==> config.mk <==
export PLATFORM = sky130hd
export DESIGN_NAME = instr_encoder_loader
export DESIGN_NICKNAME = d
export VERILOG_FILES = /design/src/rtl/instr_encoder_loader_pkg.sv /design/src/rtl/instr_encoder_loader_opcode_encoder.sv /design/src/rtl/instr_encoder_loader.sv
export SDC_FILE = /design/constraint.sdc
export NUM_CORES = 1
export LEC_CHECK = 0
export BUFFER_PORTS_ARGS = -buffer_cell sky130_fd_sc_hd__buf_4
export CELL_PAD_IN_SITES_DETAIL_PLACEMENT = 1
export CELL_PAD_IN_SITES_GLOBAL_PLACEMENT = 1
export CORE_MARGIN = 8
export CORE_UTILIZATION = 40
export DETAILED_ROUTE_END_ITERATION = 10
export HOLD_SLACK_MARGIN = 0.03
export PLACE_DENSITY_LB_ADDON = 0.08
export SLEW_MARGIN = 20
export SYNTH_ARGS = -nofsm -noshare
export SYNTH_HDL_FRONTEND = slang
export SYNTH_HIERARCHICAL = 1
export SYNTH_SLANG_ARGS = --single-unit
==> constraint.sdc <==
create_clock -name clk -period 3.35 [get_ports clk]
set_input_delay 0.335 -clock clk [delete_from_list [all_inputs] [get_ports clk]]
set_output_delay 0.335 -clock clk [all_outputs]
set_load 0.01 [all_outputs]
==> src/rtl/instr_encoder_loader_pkg.sv <==
`default_nettype none
// ============================================================================
// Package     : instr_encoder_loader_pkg
// Description : Shared opcode encoding, field widths and imem word type for
//               the instruction encoder/loader.
// Revision    : 1.0 - initial release
// ============================================================================
package instr_encoder_loader_pkg;

    localparam int INSTR_W  = 16;
    localparam int OPCODE_W = 4;
    localparam int REG_W    = 4;
    localparam int CTRL_W   = 2;

    typedef enum logic [OPCODE_W-1:0] {
        OP_ADD  = 4'b0000,
        OP_SUB  = 4'b0001,
        OP_AND  = 4'b0010,
        OP_OR   = 4'b0011,
        OP_ADDI = 4'b0100,
        OP_SUBI = 4'b0101,
        OP_ANDI = 4'b0110,
        OP_BR   = 4'b0111
    } opcode_e;

    typedef logic [INSTR_W-1:0] imem_word_t;

    // Word layout: {opcode, rd, rs1, rs2_imm}
    function automatic imem_word_t pack_instr(
        input opcode_e          op,
        input logic [REG_W-1:0] rd,
        input logic [REG_W-1:0] rs1,
        input logic [REG_W-1:0] rs2_imm
    );
        return {op, rd, rs1, rs2_imm};
    endfunction

endpackage
`default_nettype wire

==> src/rtl/instr_encoder_loader_opcode_encoder.sv <==
`default_nettype none
// ============================================================================
// Module      : opcode_encoder
// Description : Combinational map from (ALUControl, ALUSrc, Branch) to a
//               4-bit opcode plus a legality flag.
// Revision    : 1.0 - initial release
// ============================================================================
module opcode_encoder
    import instr_encoder_loader_pkg::*;
(
    input  logic [CTRL_W-1:0] alu_ctrl,
    input  logic              alu_src,
    input  logic              branch,
    output opcode_e           opcode,
    output logic              legal
);

    always_comb begin
        opcode = opcode_e'({1'b0, alu_src | branch, alu_ctrl});
        legal  = 1'b0;
        case ({branch, alu_src})
            2'b00:   legal = 1'b1;
            2'b01:   legal = (alu_ctrl != 2'b11);
            // Branch shares the ctrl=11 slot of the I-type column
            2'b10:   legal = (alu_ctrl == 2'b11);
            default: legal = 1'b0;
        endcase
    end

endmodule
`default_nettype wire

==> src/rtl/instr_encoder_loader.sv <==
`default_nettype none
// ============================================================================
// Module      : instr_encoder_loader
// Description : Encodes a valid/ready stream of control tuples into 16-bit
//               instruction words and writes them sequentially into imem.
// Revision    : 1.0 - initial release
// ============================================================================
module instr_encoder_loader
    import instr_encoder_loader_pkg::*;
#(
    parameter int DEPTH  = 64,
    parameter int ADDR_W = $clog2(DEPTH)
) (
    input  logic               clk,
    input  logic               rst_n,
    input  logic               start,
    input  logic [ADDR_W-1:0]  base_addr,
    input  logic               in_valid,
    output logic               in_ready,
    input  logic [CTRL_W-1:0]  in_alu_ctrl,
    input  logic               in_alu_src,
    input  logic               in_branch,
    input  logic [REG_W-1:0]   in_rd,
    input  logic [REG_W-1:0]   in_rs1,
    input  logic [REG_W-1:0]   in_rs2_imm,
    input  logic               in_last,
    output logic               imem_we,
    output logic [ADDR_W-1:0]  imem_addr,
    output logic [INSTR_W-1:0] imem_wdata,
    output logic               busy,
    output logic               done,
    output logic               err,
    output logic [ADDR_W:0]    count
);

    typedef enum logic [1:0] {
        ST_IDLE  = 2'd0,
        ST_RUN   = 2'd1,
        ST_WRITE = 2'd2,
        ST_DONE  = 2'd3
    } state_e;

    localparam logic [ADDR_W:0]   c_count_full = (ADDR_W+1)'(DEPTH);
    localparam logic [ADDR_W:0]   c_count_one  = (ADDR_W+1)'(1);
    localparam logic [ADDR_W-1:0] c_addr_last  = ADDR_W'(DEPTH-1);
    localparam logic [ADDR_W-1:0] c_addr_one   = ADDR_W'(1);

    state_e            r_state;
    state_e            w_state_nxt;
    logic [ADDR_W-1:0] r_addr;
    logic [ADDR_W:0]   r_count;
    logic              r_err;
    logic              r_last;
    imem_word_t        r_wdata;

    opcode_e           w_opcode;
    logic              w_legal;
    logic              w_full;
    logic              w_accept;
    logic [ADDR_W-1:0] w_addr_nxt;

    opcode_encoder u_opcode_encoder (
        .alu_ctrl (in_alu_ctrl),
        .alu_src  (in_alu_src),
        .branch   (in_branch),
        .opcode   (w_opcode),
        .legal    (w_legal)
    );

    assign w_full     = (r_count == c_count_full);
    assign w_accept   = in_valid && (r_state == ST_RUN);
    assign w_addr_nxt = (r_addr == c_addr_last) ? '0 : (r_addr + c_addr_one);

    // A full session stays open so a further tuple is reported as overflow
    always_comb begin
        w_state_nxt = r_state;
        in_ready    = 1'b0;
        imem_we     = 1'b0;
        busy        = 1'b0;
        done        = 1'b0;
        case (r_state)
            ST_IDLE: begin
                if (start) w_state_nxt = ST_RUN;
            end
            ST_RUN: begin
                in_ready = 1'b1;
                busy     = 1'b1;
                if (in_valid) begin
                    if (w_full)       w_state_nxt = ST_DONE;
                    else if (w_legal) w_state_nxt = ST_WRITE;
                    else if (in_last) w_state_nxt = ST_DONE;
                end
            end
            ST_WRITE: begin
                imem_we     = 1'b1;
                busy        = 1'b1;
                w_state_nxt = r_last ? ST_DONE : ST_RUN;
            end
            ST_DONE: begin
                done        = 1'b1;
                w_state_nxt = ST_IDLE;
            end
            default: w_state_nxt = ST_IDLE;
        endcase
    end

    always_ff @(posedge clk or negedge rst_n) begin
        if (!rst_n) begin
            r_state <= ST_IDLE;
            r_addr  <= '0;
            r_count <= '0;
            r_err   <= 1'b0;
            r_last  <= 1'b0;
            r_wdata <= '0;
        end else begin
            r_state <= w_state_nxt;
            case (r_state)
                ST_IDLE: begin
                    if (start) begin
                        r_addr  <= base_addr;
                        r_count <= '0;
                        r_err   <= 1'b0;
                    end
                end
                ST_RUN: begin
                    if (w_accept) begin
                        r_last <= in_last;
                        if (w_full || !w_legal) begin
                            r_err <= 1'b1;
                        end else begin
                            r_wdata <= pack_instr(w_opcode, in_rd, in_rs1, in_rs2_imm);
                        end
                    end
                end
                ST_WRITE: begin
                    r_addr  <= w_addr_nxt;
                    r_count <= r_count + c_count_one;
                end
                default: ;
            endcase
        end
    end

    assign imem_addr  = r_addr;
    assign imem_wdata = r_wdata;
    assign err        = r_err;
    assign count      = r_count;

endmodule
`default_nettype wire
Yosys cells after proc, flatten, opt, wreduce, memory -nomap -nowiden. Cells that the tools add are included.

Add/subtract/negate cells: 2. Eq/ne operators: 14. Mux-type cells: 21. Bitwise operators: 2. Reductions and logical operators: 13.

Operator list (count): one-hot mux 7 bit (2 select lines) (1); two-way mux 2 bit (6); two-way mux 6 bit (2); one-hot mux 6 bit (2 select lines) (1); == test 2 bit (second input constant) (4); inequality test 2 bit (second input constant) (4); one-hot mux 2 bit (4 select lines) (1); adder 7 x 1 -> 7 bit (second input constant) (1); == test 7 bit (second input constant) (1); two-way mux 1 bit (7); two-way mux 7 bit (1); adder 6 x 1 -> 6 bit (second input constant) (1); == test 6 bit (second input constant) (1); AND reduction 3 bit (2); == test 2 x 1 -> 1 bit (second input constant) (2); zero test 2 bit (2); inequality test 4 bit (second input constant) (1); AND reduction 2 bit (2); AND reduction 4 bit (1); nonzero test 2 bit (2); one-hot mux 1 bit (3 select lines) (1); inequality test 2 x 1 -> 1 bit (second input constant) (1); one-hot mux 1 bit (2 select lines) (1); OR reduction 2 bit (1); 5 further kinds (5).

Register bits after elaboration: 32.

Longest topological paths before layout.
Word-level depth: 7. Depth in mapped cells: 7. Depth with buffers taken out: 6.

By module. Netlist, hierarchy kept.

Modules (own cells, without submodules): instr_encoder_loader (times used 1, cells an instance 149, area each 1719.1 um^2, seq. area each 825.8 um^2); opcode_encoder (times used 1, cells an instance 7, area each 46.3 um^2, seq. area each 0.0 um^2).

Worst setup path after synthesis. No wires, ideal clock.

Kind: reg-to-reg. Start point: register r_count[4], in the netlist count[4]. End point: register r_wdata[10], in the netlist imem_wdata[10]. Data arrival time: 1690 ps. Slack: 1535 ps. Stages on the path, launching flop included: 6. Cells stage by stage: dfrtp_1 -> or4_4 -> o21ai_4 -> nor2_4 -> buf_12 -> mux2_4.

Word-level cells in the longest chain between the ends: 4.

RTL lines: start: declaration (RTL line instr_encoder_loader.sv:51) `logic [ADDR_W:0] r_count;`; start signal: assignment (RTL line instr_encoder_loader.sv:137) `r_count <= r_count + c_count_one;`; == test 7 bit (RTL line instr_encoder_loader.sv:70) `assign w_full = (r_count == c_count_full);`; logical OR 1 bit (RTL line instr_encoder_loader.sv:128) `if (w_full || !w_legal) begin`; NOT 1 bit (no line); AND reduction 3 bit (no line); end signal: assignment (RTL line instr_encoder_loader.sv:131) `r_wdata <= pack_instr(w_opcode, in_rd, in_rs1, in_rs2_imm);`; end: declaration (RTL line instr_encoder_loader.sv:54) `imem_word_t r_wdata;`.

Every way passes these cells. A chain may end at the register's enable or synchronous reset.

Final worst setup path.
Start point: register r_state[1]. End point: register r_wdata[11], in the netlist imem_wdata[11].

Word-level cells in the longest chain between the ends: 3.

RTL lines: start: declaration (RTL line instr_encoder_loader.sv:48) `state_e r_state;`; start signal: assignment (RTL line instr_encoder_loader.sv:116) `r_state <= w_state_nxt;`; == test 2 x 1 -> 1 bit * (RTL line instr_encoder_loader.sv:71, instr_encoder_loader.sv:117); logical AND 1 bit (RTL line instr_encoder_loader.sv:71) `assign w_accept = in_valid && (r_state == ST_RUN);`; AND reduction 3 bit (no line) *.

Every way passes the cells marked *; elsewhere a longest branch is shown, timed or not.

==> reports/metrics.sh <==
OUTCOME='complete, no violations'
SW_FRAC_OF_TOTAL_PCT=35.3
FINALWORSTPATHREQUIREDPERIOD_NS=2.02
CTS_TREE='yes'
VIAS_PER_CELL=5.25
H_TREE_DEPTH=2
DRT-INITIAL-DRC-COUNT=21
VIA_COUNT=1422
CRIT_START='r_state[1]'
FINISH.UTILIZATION_PCT=55.4
R2R-END='imem_wdata[11]'
SYN_INST=156
NUMBER_OF_ENABLE_TYPE_REGISTER_CELLS_IN_THE_SYNTHESIZED_NETLIST=0
DIE_BOUNDARY_HEIGHT_UM=82.4
POST-ROUTE-PERIOD-UTIL_PCT=60.3
TYPE_OF_THE_WORST_MIN_DELAY_PATH='primary input to flop'
WIRE_LENGTH_OF_THE_FIRST_GLOBAL_ROUTING_PASS_UM=7530
CLOCK_INSERTION_DELAY_WORST_SKEW_NS=0.28
AREA_OCCUPIED_BY_MULTI_INPUT_GATES_UM2=858
R2R_CELLS=5
AREA_GROWTH_PCT=34.9
GRT_MAX_DEGREE=34
TIMING.FMAX_MHz=495
LAYOUT-DRIVE-GT1-SHARE_PCT=42.0
CLOCK-ROOT-BUFFER='sky130_fd_sc_hd__clkbuf_8'
SLEW_HEADROOM_PCT=61.4
DIE_WIDTH_UM=82.4
INTERNAL_PORTION_OF_TOTAL_POWER_uW=1370
P_PER_AREA_mW_PER_MM2=889
INITIAL_ANTENNA_VIOLATION_COUNT=0
POST_SYNTH_NUM_CELL_TYPES=43
YOSYSTOPAREACELL='sky130_fd_sc_hd__dfrtp_1'
WORSTSETUPPATHTYPE='flop to flop'
FILLERINSTANCES=474
INTERNAL_REG_TO_REG_SETUP_SLACK_NS=1.33
MAX_SLEW.WORST_PIN.SLEW_NS=0.577
FIN_SETUP_TNS_NS=0
IO_PINS=61
SYNTH_TOP_CELLS_BY_COUNT='sky130_fd_sc_hd__dfrtp_1, sky130_fd_sc_hd__mux2_4, sky130_fd_sc_hd__nand2_1'
YOSYS-TOP-CELLS-AREA='sky130_fd_sc_hd__dfrtp_1, sky130_fd_sc_hd__mux2_4, sky130_fd_sc_hd__ha_1'
VIA_COUNT_OF_THE_FIRST_GLOBAL_ROUTING_PASS=1438
DRV_SLEW=0
RSZ_0062_RAISED_AFTER_GLOBAL_ROUTING='no'
ENDPOINT='imem_wdata[11]'
FIRSTDRTPASSITERS=4
POWER.SHARE.CLOCK_PCT=21.1
CLK_PIN_SLEW_NS=0.07
STARTPOINT_TYPE='flop'
STARTING_DENSITY_OF_THE_CORE_PCT=41.1
DOMINANTREGCELLSYNTH='sky130_fd_sc_hd__dfrtp_1'
POWER.IR.VDD_WORST_V=0.000398
FINAL_NET_COUNT=252
PLACE_HPWL_UM=3490
DIE_OUTLINE_AREA_MM2=0.00680
LAUNCHING_POINT_OF_THE_WORST_REG2REG_PATH='r_state[1]'
DETAILED_PLACE.AREA_MM2=0.00224
FFS_W_ASYNC_S_R_SYNTH_PCT=100
CORE_REGION_AREA_MM2=0.00429
YS.WARNINGS.COUNT=6
CTS.PATH.MAX_BUFFERS=2
CAP_VIOLATIONS=0
SETUP-VIOLATIONS-FINAL=0
FINAL_REPLACE_WEIGHTED_CONGESTION=0.772
CRITICAL_PATH.MAX_FANOUT=16
SYNTHESIS.AREA_PER_INSTANCE_UM2=11.3
POST-SYNTH-TOP-AREA-FRACTION_PCT=46.8
PLACEMENT.IO_BUFFERS=60
ROUTED_WIRE_LENGTH_PER_INSTANCE_UM=17.5
NUM_ROWS=24
LAYOUT.AREA.SEQ_UM2=826
N_ANTENNA_CELL=0
GLOBAL_ROUTE_TOTAL_USAGE_ACROSS_EVERY_LAYER_PCT=14.5
PWR-SHARE-SEQ_PCT=33.7
DRC_ERRORS=0
FIN_WORST_SKEW_NS=0.00487
TIMING.CRITICAL_PATH.ARRIVAL_NS=2.19
MAPPEDNETLISTAREA_MM2=0.00177
CLOCK_SINK_COUNT=33
ENDPOINT_KIND='flop'
ANT_NETS=0
SYNTHESIS.NETS=190
YOSYSMOSTFREQUENTCELL='sky130_fd_sc_hd__dfrtp_1'
CTS_BUFFERS=5
YS_FF_LATCH=33
YS_SEQ_AREA_SHARE_PCT=46.8
P_TOTAL_uW=2120
FINALWIRELENGTH_UM=4740
LEAKAGEPOWER_uW=0.00115
GR-TOTAL-OVERFLOW=0
SWITCHINGPOWER_uW=746
SHARE_COMB_OF_TOTAL_POWER_PCT=45.3
CTS_RESIZED=0
FINALHOLDVIOLCOUNT=0
WORST-ENDPOINT-REQUIRED_NS=3.52
POSTLAYOUTCELLAREA_MM2=0.00238
## cells by family after synthesis
family	after synthesis	share of synthesized area, %
multiplexers	22	15.8
AND/OR/NAND/NOR	43	12.5
adder cells (fa/ha/maj)	7	4.96
other	1	0.212
buffers and inverters	14	4.61
XOR/XNOR	2	0.992
AO/OA/AOI/OAI	34	14.2
flip-flops	33	46.8
## layout make-up
class	count	area share [%]
Clock buffer	5	2.89
Inverter	6	0.946
Multi-Input combinational cell	109	36.0
Tap cell	52	2.73
Clock inverter	3	2.73
Sequential cell	33	34.7
Timing Repair Buffer	63	20.0
## state kept, by name (all words and copies together) (netlist names)
signal / count
count: 7
err: 1
imem_addr: 6
imem_wdata: 16
r_last: 1
r_state: 2
## routing by layer
layer,GRT usage [%],vias to the layer above,routed length (um)
met2,25.1,38,2380
li1,-,684,-
met1,16.8,696,1990
met3,4.22,4,330
met4,4.21,0,39
met5,0,-,0
## how the worst min path moves through the flow
stage                              from        endpoint  slack [ns]  cells after the start
after floorplan                   rst_n        count[0]        0.04                      0
after global routing      in_rs2_imm[1]   imem_wdata[1]        0.26                      2
after detailed placement          rst_n  imem_wdata[15]        0.31                      1
after CTS                     in_rs1[1]   imem_wdata[5]        0.27                      2
final                     in_rs2_imm[1]   imem_wdata[1]        0.28                      2
after global placement            rst_n  imem_wdata[15]        0.30                      1
## through the flow
stage                     hold slack, ns  instances  setup slack [ns]
final                              0.275        271              1.33
after global routing               0.262        271              1.16
after CTS                          0.271        271              1.31
after detailed placement           0.312        262              1.35
after global placement             0.303        262              1.40
after floorplan                   0.0394        156              1.54
## critical path: stages, from the launching register on
cell	delay (ns)
sky130_fd_sc_hd__dfrtp_1	0.42
sky130_fd_sc_hd__inv_1	0.13
sky130_fd_sc_hd__ha_1	0.30
sky130_fd_sc_hd__nand2_1	0.16
sky130_fd_sc_hd__nor2_4	0.48
sky130_fd_sc_hd__mux2_2	0.40
## cells in the final DEF (no fill, tap or decap), types with 2 or more instances in the layout
cell                         n
sky130_fd_sc_hd__nand2b_1    5
sky130_fd_sc_hd__o22ai_1     2
sky130_fd_sc_hd__nand2_1    10
sky130_fd_sc_hd__inv_1       6
sky130_fd_sc_hd__dfrtp_1    33
sky130_fd_sc_hd__o21ai_0     4
sky130_fd_sc_hd__ha_1        7
sky130_fd_sc_hd__a311oi_1    2
sky130_fd_sc_hd__o22a_1      2
sky130_fd_sc_hd__a22o_1      2
sky130_fd_sc_hd__nor3_1      3
sky130_fd_sc_hd__buf_4      62
sky130_fd_sc_hd__mux2_4     10
sky130_fd_sc_hd__clkbuf_8    5
sky130_fd_sc_hd__xnor2_1     2
sky130_fd_sc_hd__nand3_1     9
sky130_fd_sc_hd__bufinv_16   2
sky130_fd_sc_hd__nor2_1      8
sky130_fd_sc_hd__and3_1      2
sky130_fd_sc_hd__a31oi_1     4
sky130_fd_sc_hd__a21oi_1     6
sky130_fd_sc_hd__a211o_1     2
sky130_fd_sc_hd__mux2i_1     5
sky130_fd_sc_hd__mux2_2      7
## what timing repair did
| item | 4_1_cts | 5_1_grt |
|---|---|---|
| hold buffers | 1 | 0 |
| hold endpoints to repair | 33 | 0 |
| setup buffers | 0 | 0 |
## power by group through the flow
stage / combinational [uW] / clock (uW) / sequential [uW]
finish: 958 / 446 / 713
global route: 1050 / 476 / 744
global placement: 945 / 0 / 706
floorplan: 505 / 0 / 754
CTS: 981 / 454 / 718
detailed placement: 973 / 0 / 721
Power figures use the tool's default switching activity.
